File: src/rtl/bcd_scan_display.sv
// ----------------------------------------------------------------------------
// bcd_scan_display
//   Time-multiplexed driver for an 8-digit common-anode 7-segment display.
//   It shows three unsigned counters as decimal fields:
//     press   -> AN7..AN5 (hundreds, tens, units)
//     hold    -> AN4..AN3 (tens, units), saturated at 99
//     release -> AN2..AN0 (hundreds, tens, units)
//   A serial double-dabble converter refreshes the fields once per scan
//   frame. The three inputs are snapshotted together, and the display
//   registers update together, so a frame never mixes old and new values.
//
// Parameters
//   SCAN_DIV  clock cycles each digit stays active (>= 2)
//   LZ_BLANK  1: blank leading zeros in each field, 0: show them as "0"
//
// Ports
//   clock          system clock, rising edge
//   reset          synchronous, active-high
//   press_count    left field value
//   hold_count     middle field value
//   release_count  right field value
//   segments       {CA..CG}, active-low
//   anodos         {AN7..AN0}, active-low, exactly one bit low
//   conv_busy      high while the converter is outside IDLE
// ----------------------------------------------------------------------------
module bcd_scan_display #(
   parameter int SCAN_DIV = 100000,
   parameter bit LZ_BLANK = 1'b1
) (
   input  logic       clock,
   input  logic       reset,
   input  logic [7:0] press_count,
   input  logic [7:0] hold_count,
   input  logic [7:0] release_count,
   output logic [6:0] segments,
   output logic [7:0] anodos,
   output logic       conv_busy
);

   localparam int               CNT_W   = (SCAN_DIV > 2) ? $clog2(SCAN_DIV) : 1;
   localparam logic [CNT_W-1:0] CNT_MAX = CNT_W'(SCAN_DIV - 1);

   typedef enum logic [1:0] {IDLE, LOAD, SHIFT, STORE} conv_state_e;

   // Scan timing
   logic [CNT_W-1:0] cnt_q, cnt_d;
   logic [2:0]       idx_q, idx_d;
   logic             scan_tick;
   logic             boot_q;
   logic             start_req;

   // Converter
   conv_state_e state_q, state_d;
   logic [2:0]  bit_cnt_q, bit_cnt_d;
   logic [1:0]  field_q, field_d;
   logic [7:0]  bin_q, bin_d;
   logic [11:0] bcd_q, bcd_d;
   logic [11:0] bcd_adj;
   logic [7:0]  snap_hold_q, snap_hold_d;
   logic [7:0]  snap_rel_q, snap_rel_d;

   // Shadow and display registers (BCD nibbles)
   logic [11:0] sh_press_q, sh_press_d;
   logic [7:0]  sh_hold_q, sh_hold_d;
   logic [11:0] disp_press_q, disp_press_d;
   logic [7:0]  disp_hold_q, disp_hold_d;
   logic [11:0] disp_rel_q, disp_rel_d;

   // Display mux
   logic [3:0] digit;
   logic       blank;

   function automatic logic [6:0] seg_of(input logic [3:0] d);
      case (d)
         4'd0:    seg_of = 7'b0000001;
         4'd1:    seg_of = 7'b1001111;
         4'd2:    seg_of = 7'b0010010;
         4'd3:    seg_of = 7'b0000110;
         4'd4:    seg_of = 7'b1001100;
         4'd5:    seg_of = 7'b0100100;
         4'd6:    seg_of = 7'b0100000;
         4'd7:    seg_of = 7'b0001111;
         4'd8:    seg_of = 7'b0000000;
         4'd9:    seg_of = 7'b0000100;
         default: seg_of = 7'b1111111;
      endcase
   endfunction

   // Double-dabble correction: any BCD nibble >= 5 gets +3 before the shift.
   function automatic logic [11:0] dd_adjust(input logic [11:0] b);
      logic [11:0] r;
      r = b;
      for (int n = 0; n < 3; n++) begin
         if (r[n*4 +: 4] >= 4'd5) r[n*4 +: 4] = r[n*4 +: 4] + 4'd3;
      end
      return r;
   endfunction

   // -------------------------------------------------------------------------
   // Prescaler and digit index
   // -------------------------------------------------------------------------
   always_comb begin : scan_next
      scan_tick = (cnt_q == CNT_MAX);
      cnt_d     = scan_tick ? '0 : cnt_q + 1'b1;
      idx_d     = scan_tick ? idx_q + 3'd1 : idx_q;
      // boot_q requests the first pass right after reset; later passes start
      // when the index wraps 7->0.
      start_req = boot_q | (scan_tick & (idx_q == 3'd7));
   end

   // -------------------------------------------------------------------------
   // Converter next-state / datapath
   // -------------------------------------------------------------------------
   always_comb begin : conv_next
      // NOTE: every signal driven here gets a default first so no path
      // through the case statement leaves one unassigned (which would infer
      // a latch).
      state_d      = state_q;
      bit_cnt_d    = bit_cnt_q;
      field_d      = field_q;
      bin_d        = bin_q;
      bcd_d        = bcd_q;
      snap_hold_d  = snap_hold_q;
      snap_rel_d   = snap_rel_q;
      sh_press_d   = sh_press_q;
      sh_hold_d    = sh_hold_q;
      disp_press_d = disp_press_q;
      disp_hold_d  = disp_hold_q;
      disp_rel_d   = disp_rel_q;
      bcd_adj      = dd_adjust(bcd_q);

      case (state_q)
         IDLE: begin
            // Requests arriving while busy are simply not looked at.
            if (start_req) state_d = LOAD;
         end
         LOAD: begin
            // All three inputs are captured on this one cycle.
            bin_d       = press_count;
            bcd_d       = '0;
            snap_hold_d = (hold_count > 8'd99) ? 8'd99 : hold_count;
            snap_rel_d  = release_count;
            field_d     = 2'd0;
            bit_cnt_d   = 3'd0;
            state_d     = SHIFT;
         end
         SHIFT: begin
            {bcd_d, bin_d} = {bcd_adj, bin_q} << 1;
            bit_cnt_d      = bit_cnt_q + 3'd1;
            if (bit_cnt_q == 3'd7) state_d = STORE;
         end
         STORE: begin
            bit_cnt_d = 3'd0;
            bcd_d     = '0;
            case (field_q)
               2'd0: begin
                  sh_press_d = bcd_q;
                  bin_d      = snap_hold_q;
                  field_d    = 2'd1;
                  state_d    = SHIFT;
               end
               2'd1: begin
                  sh_hold_d = bcd_q[7:0];
                  bin_d     = snap_rel_q;
                  field_d   = 2'd2;
                  state_d   = SHIFT;
               end
               default: begin
                  // Final store: publish all three fields on the same edge.
                  disp_press_d = sh_press_q;
                  disp_hold_d  = sh_hold_q;
                  disp_rel_d   = bcd_q;
                  state_d      = IDLE;
               end
            endcase
         end
         default: state_d = IDLE;
      endcase
   end

   // -------------------------------------------------------------------------
   // State registers
   // -------------------------------------------------------------------------
   always_ff @(posedge clock) begin
      // NOTE: non-blocking assignments keep every register sampling the
      // pre-edge values, independent of statement order.
      if (reset) begin
         cnt_q        <= '0;
         idx_q        <= 3'd0;
         boot_q       <= 1'b1;
         state_q      <= IDLE;
         bit_cnt_q    <= 3'd0;
         field_q      <= 2'd0;
         bin_q        <= 8'd0;
         bcd_q        <= 12'd0;
         snap_hold_q  <= 8'd0;
         snap_rel_q   <= 8'd0;
         sh_press_q   <= 12'd0;
         sh_hold_q    <= 8'd0;
         disp_press_q <= 12'd0;
         disp_hold_q  <= 8'd0;
         disp_rel_q   <= 12'd0;
      end else begin
         cnt_q        <= cnt_d;
         idx_q        <= idx_d;
         boot_q       <= 1'b0;
         state_q      <= state_d;
         bit_cnt_q    <= bit_cnt_d;
         field_q      <= field_d;
         bin_q        <= bin_d;
         bcd_q        <= bcd_d;
         snap_hold_q  <= snap_hold_d;
         snap_rel_q   <= snap_rel_d;
         sh_press_q   <= sh_press_d;
         sh_hold_q    <= sh_hold_d;
         disp_press_q <= disp_press_d;
         disp_hold_q  <= disp_hold_d;
         disp_rel_q   <= disp_rel_d;
      end
   end

   // -------------------------------------------------------------------------
   // Digit select, leading-zero blanking, segment decode
   // -------------------------------------------------------------------------
   always_comb begin : display_mux
      digit = 4'd0;
      blank = 1'b0;
      case (idx_q)
         3'd0: digit = disp_rel_q[3:0];
         3'd1: begin
            digit = disp_rel_q[7:4];
            blank = LZ_BLANK && (disp_rel_q[11:4] == 8'd0);
         end
         3'd2: begin
            digit = disp_rel_q[11:8];
            blank = LZ_BLANK && (disp_rel_q[11:8] == 4'd0);
         end
         3'd3: digit = disp_hold_q[3:0];
         3'd4: begin
            // Hold has no hundreds digit, so its tens blank on zero alone.
            digit = disp_hold_q[7:4];
            blank = LZ_BLANK && (disp_hold_q[7:4] == 4'd0);
         end
         3'd5: digit = disp_press_q[3:0];
         3'd6: begin
            digit = disp_press_q[7:4];
            blank = LZ_BLANK && (disp_press_q[11:4] == 8'd0);
         end
         3'd7: begin
            digit = disp_press_q[11:8];
            blank = LZ_BLANK && (disp_press_q[11:8] == 4'd0);
         end
         default: ;
      endcase
      segments  = blank ? 7'b1111111 : seg_of(digit);
      anodos    = ~(8'd1 << idx_q);
      conv_busy = (state_q != IDLE);
   end

endmodule

File: config.mk
export PLATFORM = sky130hd
export DESIGN_NAME = bcd_scan_display
export DESIGN_NICKNAME = d
export VERILOG_FILES = /design/src/rtl/bcd_scan_display.sv
export SDC_FILE = /design/constraint.sdc
export NUM_CORES = 1
export LEC_CHECK = 0
export CAP_MARGIN = 20
export CORE_UTILIZATION = 58
export CTS_CLUSTER_DIAMETER = 40
export DETAILED_ROUTE_END_ITERATION = 12
export GPL_TIMING_DRIVEN = 0
export PLACE_DENSITY = 0.79
export SLEW_MARGIN = 20
export SYNTH_ARGS = -nofsm -noshare
export SYNTH_HDL_FRONTEND = slang
export SYNTH_SLANG_ARGS = --single-unit
File: constraint.sdc
create_clock -name clock -period 5.1 [get_ports clock]
set_input_delay 1.53 -clock clock [delete_from_list [all_inputs] [get_ports clock]]
set_output_delay 1.53 -clock clock [all_outputs]
set_load 0.02 [all_outputs]
# [Word-level counts from Yosys, hierarchy flattened]
# Memory sizes are Yosys's and may differ from the RTL's.
# Index checks and enable logic that the tools add are counted.
[word_totals] latch_bits=0 ramBits=0 ff_bits=116 romBits=112 inputBits=26 mem_count=1
[op_classes] div=0 n_mux=18 bitwise_logic=4 reduce_logical=21 add_sub_neg=6 shifts=1 magnitude_cmp=4 n_eq_ne=16 n_mul=0
[memory_table] name="(no name shown)" depth=16 width=7 rd=1 rd_ports_with_merged_regs=0 wr=0 line="74" rtl="case (d)"
[op_table] cell="one-hot mux 4 bit (8 select lines)" count=1
[op_table] cell="one-hot mux 12 bit (2 select lines)" count=1
[op_table] cell="one-hot mux 8 bit (3 select lines)" count=1
[op_table] cell="adder 17 x 1 -> 17 bit, second input constant" count=1
[op_table] cell="equality test 17 bit, second input constant" count=1
[op_table] cell="logical NOT 8 bit" count=2
[op_table] cell="one-hot mux 8 bit (2 select lines)" count=1
[op_table] cell="equality test 3 bit, second input constant" count=5
[op_table] cell=">= comparator 4 x 3 -> 1 bit, second input constant" count=3
[op_table] cell="logical NOT 4 bit" count=3
[op_table] cell="AND reduction 2 bit" count=6
[op_table] cell="adder 4 x 2 -> 4 bit, second input constant" count=2
[op_table] cell="greater-than comparator 8 x 7 -> 1 bit, second input constant" count=1
[op_table] cell="2-to-1 mux 4 bit" count=2
[op_table] cell="2-to-1 mux 8 bit" count=1
[op_table] cell="NOT 8 bit" count=1
[op_table] cell="one-hot mux 2 bit (2 select lines)" count=2
[op_table] cell="one-hot mux 2 bit (4 select lines)" count=1
[op_table] cell="<< shifter 1 x 3 -> 8 bit, first input constant" count=1
[op_table] cell="2-to-1 mux 7 bit" count=1
[op_table] cell="adder 3 x 1 -> 3 bit, second input constant" count=2
[op_table] cell="equality test 3 x 2 -> 1 bit, second input constant" count=2
[op_table] cell="2-to-1 mux 2 bit" count=3
[op_table] cell="one-hot mux 3 bit (2 select lines)" count=1
[op_table] cell="17 further kinds" count=25

# [Longest topological paths before layout]
[depth] ltp_word=5 mapped_depth=12 ltp_nobuf=11

# [Least setup slack after synthesis]
# Ideal clock, no wire load.
[synth_path] path_type="flip-flop to output port" startpoint="register idx_q[2]" endpoint="output port segments[4]" path_stages_with_launch=11 required_time_ps=3570 arrival_time_ps=3061 slack_ps=509 cell_sequence="dfxtp_1 -> clkbuf_1 -> inv_1 -> ha_1 -> or4_1 -> nor3_1 -> a31oi_1 -> inv_1 -> ha_1 -> inv_1 -> o311ai_0"
[synth_via] elab_chain_cells=4
[synth_lines] item="start, declared" line="47" rtl="logic [2:0] idx_q, idx_d;"
[synth_lines] item="start signal, assigned" line="205" rtl="idx_q <= idx_d;"
[synth_lines] item="equality test 3 bit (tied with other cells)" line="228" rtl="case (idx_q)"
[synth_lines] item="one-hot mux 4 bit (8 select lines)" line="228"
[synth_lines] item="memory (16 x 7 bit)"
[synth_lines] item="2-to-1 mux 7 bit (*)" line="255" rtl="segments = blank ? 7'b1111111 : seg_of(digit);"
[synth_lines] item="end, declared" line="35" rtl="output logic [6:0] segments,"
# Mark *: on every way between the ends. The rest lies on a longest branch, timed or not.

# [Worst setup path after layout]
[layout_path] startpoint="register idx_q[0]" endpoint="output port segments[2]"
# The elaborated chain is that of the path after synthesis.

==> impl_metrics.py <==
metrics = {
    "global_routing": {
        "grt_usage": 0.2880,
        "grt_max_degree": 17,
        "met2_usage": 0.4798,
        "top_usage_layer": "met2",
        "grt_pass1_vias": 4750,
        "antenna_found_initial": 0,
        "grtUsageMet1": 0.3545,
        "use_met3": 0.05745,
        "grt_overflow": 0,
        "grt_pass1_wl_mm": 22.05,
    },
    "logic_synthesis": {
        "synth.area.top_cells": "dfxtp_1 (43%), nor2_1 (6.4%), nand2_1 (6.1%)",
        "ys.flop_type": "dfxtp_1",
        "avgSynthCellArea_um2": 8.468,
        "synth_most_common_cell": "dfxtp_1",
        "synthesis.area_um2": 5436,
        "synthDominantCellAreaShare": 0.4272,
        "ys_types": 54,
        "synth-async-reset-ratio": 0,
        "ys_warn_count": 0,
        "synth_top_area_cell": "dfxtp_1",
        "synth-seq-cells": 116,
        "synthTopCellsByCount": "dfxtp_1 (116), nor2_1 (93), nand2_1 (89)",
        "ys_seq_area_frac": 0.4272,
        "syn_inst": 642,
        "synth_nets": 693,
        "synth-edff-count": 0,
    },
    "run": {
        "maxCapViolations": 0,
    },
    "critical_path": {
        "cp-start-kind": "register",
        "cp_data_required_time_ps": 3570,
        "critPathKind": "reg -> out",
        "startpoint": "idx_q[0]$_SDFFE_PP0N_",
        "critPathCaptureType": "primary output",
        "critical_path.max_fanout": 9,
        "arrival_ps": 3320,
        "rr_startpoint": "state_q[1]$_SDFFE_PP0P_",
    },
    "timing": {
        "relSlewSlack": 0.4915,
        "rsz0062_at_grt": "no",
        "hold_viol": 0,
        "min_period_over_period": 0.9508,
        "setup_ws_ps": 250.7,
        "final.min_clock_period_ps": 4849,
        "fmax_ghz": 0.2062,
        "final_max_slew_viol_count": 0,
        "setup_viol": 0,
        "skew_ps": 7.290,
        "tightest_slew_ps": 760.0,
    },
    "routing": {
        "avgRoutedWirePerCell_um": 16.11,
        "drt-total-wl_mm": 13.29,
        "first_iter_violations": 378,
        "vias_per_cell": 5.812,
        "first_pass_iters": 6,
        "ant_nets": 0,
        "drc_errors": 0,
        "dr_total_vias": 4795,
    },
    "die": {
        "die_w_um": 98.82,
        "core_area_um2": 8891,
        "start_util": 0.6115,
        "num_rows": 34,
        "ios": 42,
        "die_area_um2": 9764,
        "die_height_um": 98.82,
    },
    "clock_tree": {
        "clk_pin_slew_ps": 60,
        "cts_buffer_depth": 2,
        "cts-htree-levels": 4,
        "holdBufCountCts": 0,
        "cts_buffers": 17,
        "cts_tree": "yes",
        "clock_sinks": 116,
        "clk_latency_ps": 520,
        "cts_root_buffer": "clkbuf_8",
    },
    "cells_and_area": {
        "area_growth_pct": 22.42,
        "design_area_um2": 6655,
        "regArea_um2": 2323,
        "antennaDiodeCount": 0,
        "drive_gt1_frac": 0.09484,
        "fill_cells": 619,
        "layout.nets": 755,
        "multi_input_area_um2": 2917,
    },
    "placed_design": {
        "gp_congestion": 0.9395,
        "portBuffers": 41,
        "pre_cts_ws_ps": -170.3,
        "placed_area_um2": 5982,
        "dp_hpwl_mm": 9.166,
    },
    "power_and_ir_drop": {
        "p_leak_nw": 2.494,
        "p_clk_frac": 0.440,
        "cell_internal_pwr_mw": 1.862,
        "irDropWorstVdd_v": 0.0002360,
        "p_sw_mw": 0.7651,
        "p_sw_frac": 0.2912,
        "comb_power_share": 0.169,
        "power_frac_seq": 0.391,
        "powerDensity_nw_per_um2": 394.7,
    },
    "min_path": {
        "min_from": "sh_press_q[0]$_SDFFE_PP0P_",
        "min_path_type": "reg -> reg",
    },
    "run_status": {
        "outcome": "finished, final reports clean",
    },
}
-- critical path, stage by stage, from the launching register on --
cell	delay (ps)
dfxtp_1	350
inv_1	90
ha_1	140
clkbuf_1	360
nor2b_1	410
a221oi_1	200
a31oi_4	270
inv_1	120
ha_1	190
inv_1	90
mux2i_1	70
a22oi_1	160
dlygate4sd2_1	350
-- layer usage --
layer	vias to the layer above	wire, um	part of all wire
met5	-	0	0
met4	0	289	0.022
met3	36	804	0.061
met2	193	6494	0.49
met1	2235	5701	0.43
li1	2331	-	-
-- power groups by stage --
stage               clock network [mW]  logic [mW]  registers (mW)
global placement                     0       0.414            1.04
finish                            1.16       0.443            1.03
global route                      1.20       0.488            1.04
floorplan                            0       0.316            1.03
CTS                               1.16       0.438            1.03
detailed placement                   0       0.428            1.04
-- placed cells by master, fill, tap and decap left out, types with 16 or more instances in the layout --
cell type        netlist  final
clkdlybuf4s50_1        0     34
mux2i_1               32     32
nand2_1               89     89
a21oi_1               50     50
dfxtp_1              116    115
clkbuf_1              36     35
ha_1                  25     24
clkbuf_16              0     16
nor2_1                93     93
a22oi_1               21     21
inv_1                 28     28
-- stage by stage --
| step | setup TNS (ps) | hold slack (ps) | util | instances | power [mW] |
|---|---|---|---|---|---|
| floorplan | 0 | 429.8 | - | 642 | 1.346 |
| global placement | -68.58 | 441.4 | 0.6728 | 791 | 1.456 |
| detailed placement | -761.3 | 443.2 | 0.6728 | 791 | 1.473 |
| CTS | 0 | 448.1 | 0.7446 | 825 | 2.622 |
| global route | 0 | 471.6 | 0.7485 | 825 | 2.728 |
| finish | 0 | 452.3 | 0.7485 | 825 | 2.627 |
-- worst paths after layout --
check / endpoint / slack [ps] / depth (start not counted)
max reg2reg: bcd_q[7]$_SDFFE_PP0P_ / 2500 / 8
min: disp_press_q[0]$_SDFFE_PP0P_ / 450 / 2
min reg2reg: disp_press_q[0]$_SDFFE_PP0P_ / 450 / 2
max: segments[2] / 250 / 12
-- cell type report --
| type | count | share of cell area |
|---|---|---|
| Buffer | 40 | 0.02670 |
| Multi-Input combinational cell | 458 | 0.4382 |
| Inverter | 28 | 0.01579 |
| Tap cell | 108 | 0.02030 |
| Timing Repair Buffer | 43 | 0.06261 |
| Clock inverter | 14 | 0.02294 |
| Clock buffer | 18 | 0.06430 |
| Sequential cell | 116 | 0.3491 |
-- repair_timing --
item,in CTS,in global routing
setup endpoints to repair,7,6
gates resized for setup,18,8
pin swaps,1,0
buffers inserted,2,0
-- flip-flops by register name (all words and copies together) (netlist names) --
signal / count
bcd_q: 12
disp_press_q: 12
disp_hold_q: 8
snap_hold_q: 8
idx_q: 3
bin_q: 8
disp_rel_q: 12
boot_q: 1
sh_press_q: 12
snap_rel_q: 8
field_q: 2
sh_hold_q: 8
cnt_q: 17
state_q: 2
bit_cnt_q: 3
-- cell families (layout without fill, tap and decap cells) --
logic type,count (synthesis),after routing,share of synthesized area
AO/OA/AOI/OAI,122,122,0.1464
XOR/XNOR,20,20,0.03222
adder cells (fa/ha/maj),25,25,0.05754
buffers and inverters,68,143,0.05063
flip-flops,116,116,0.4272
multiplexers,45,45,0.08585
AND/OR/NAND/NOR,246,246,0.2002
Note: power is estimated with default switching activity, not from simulation.
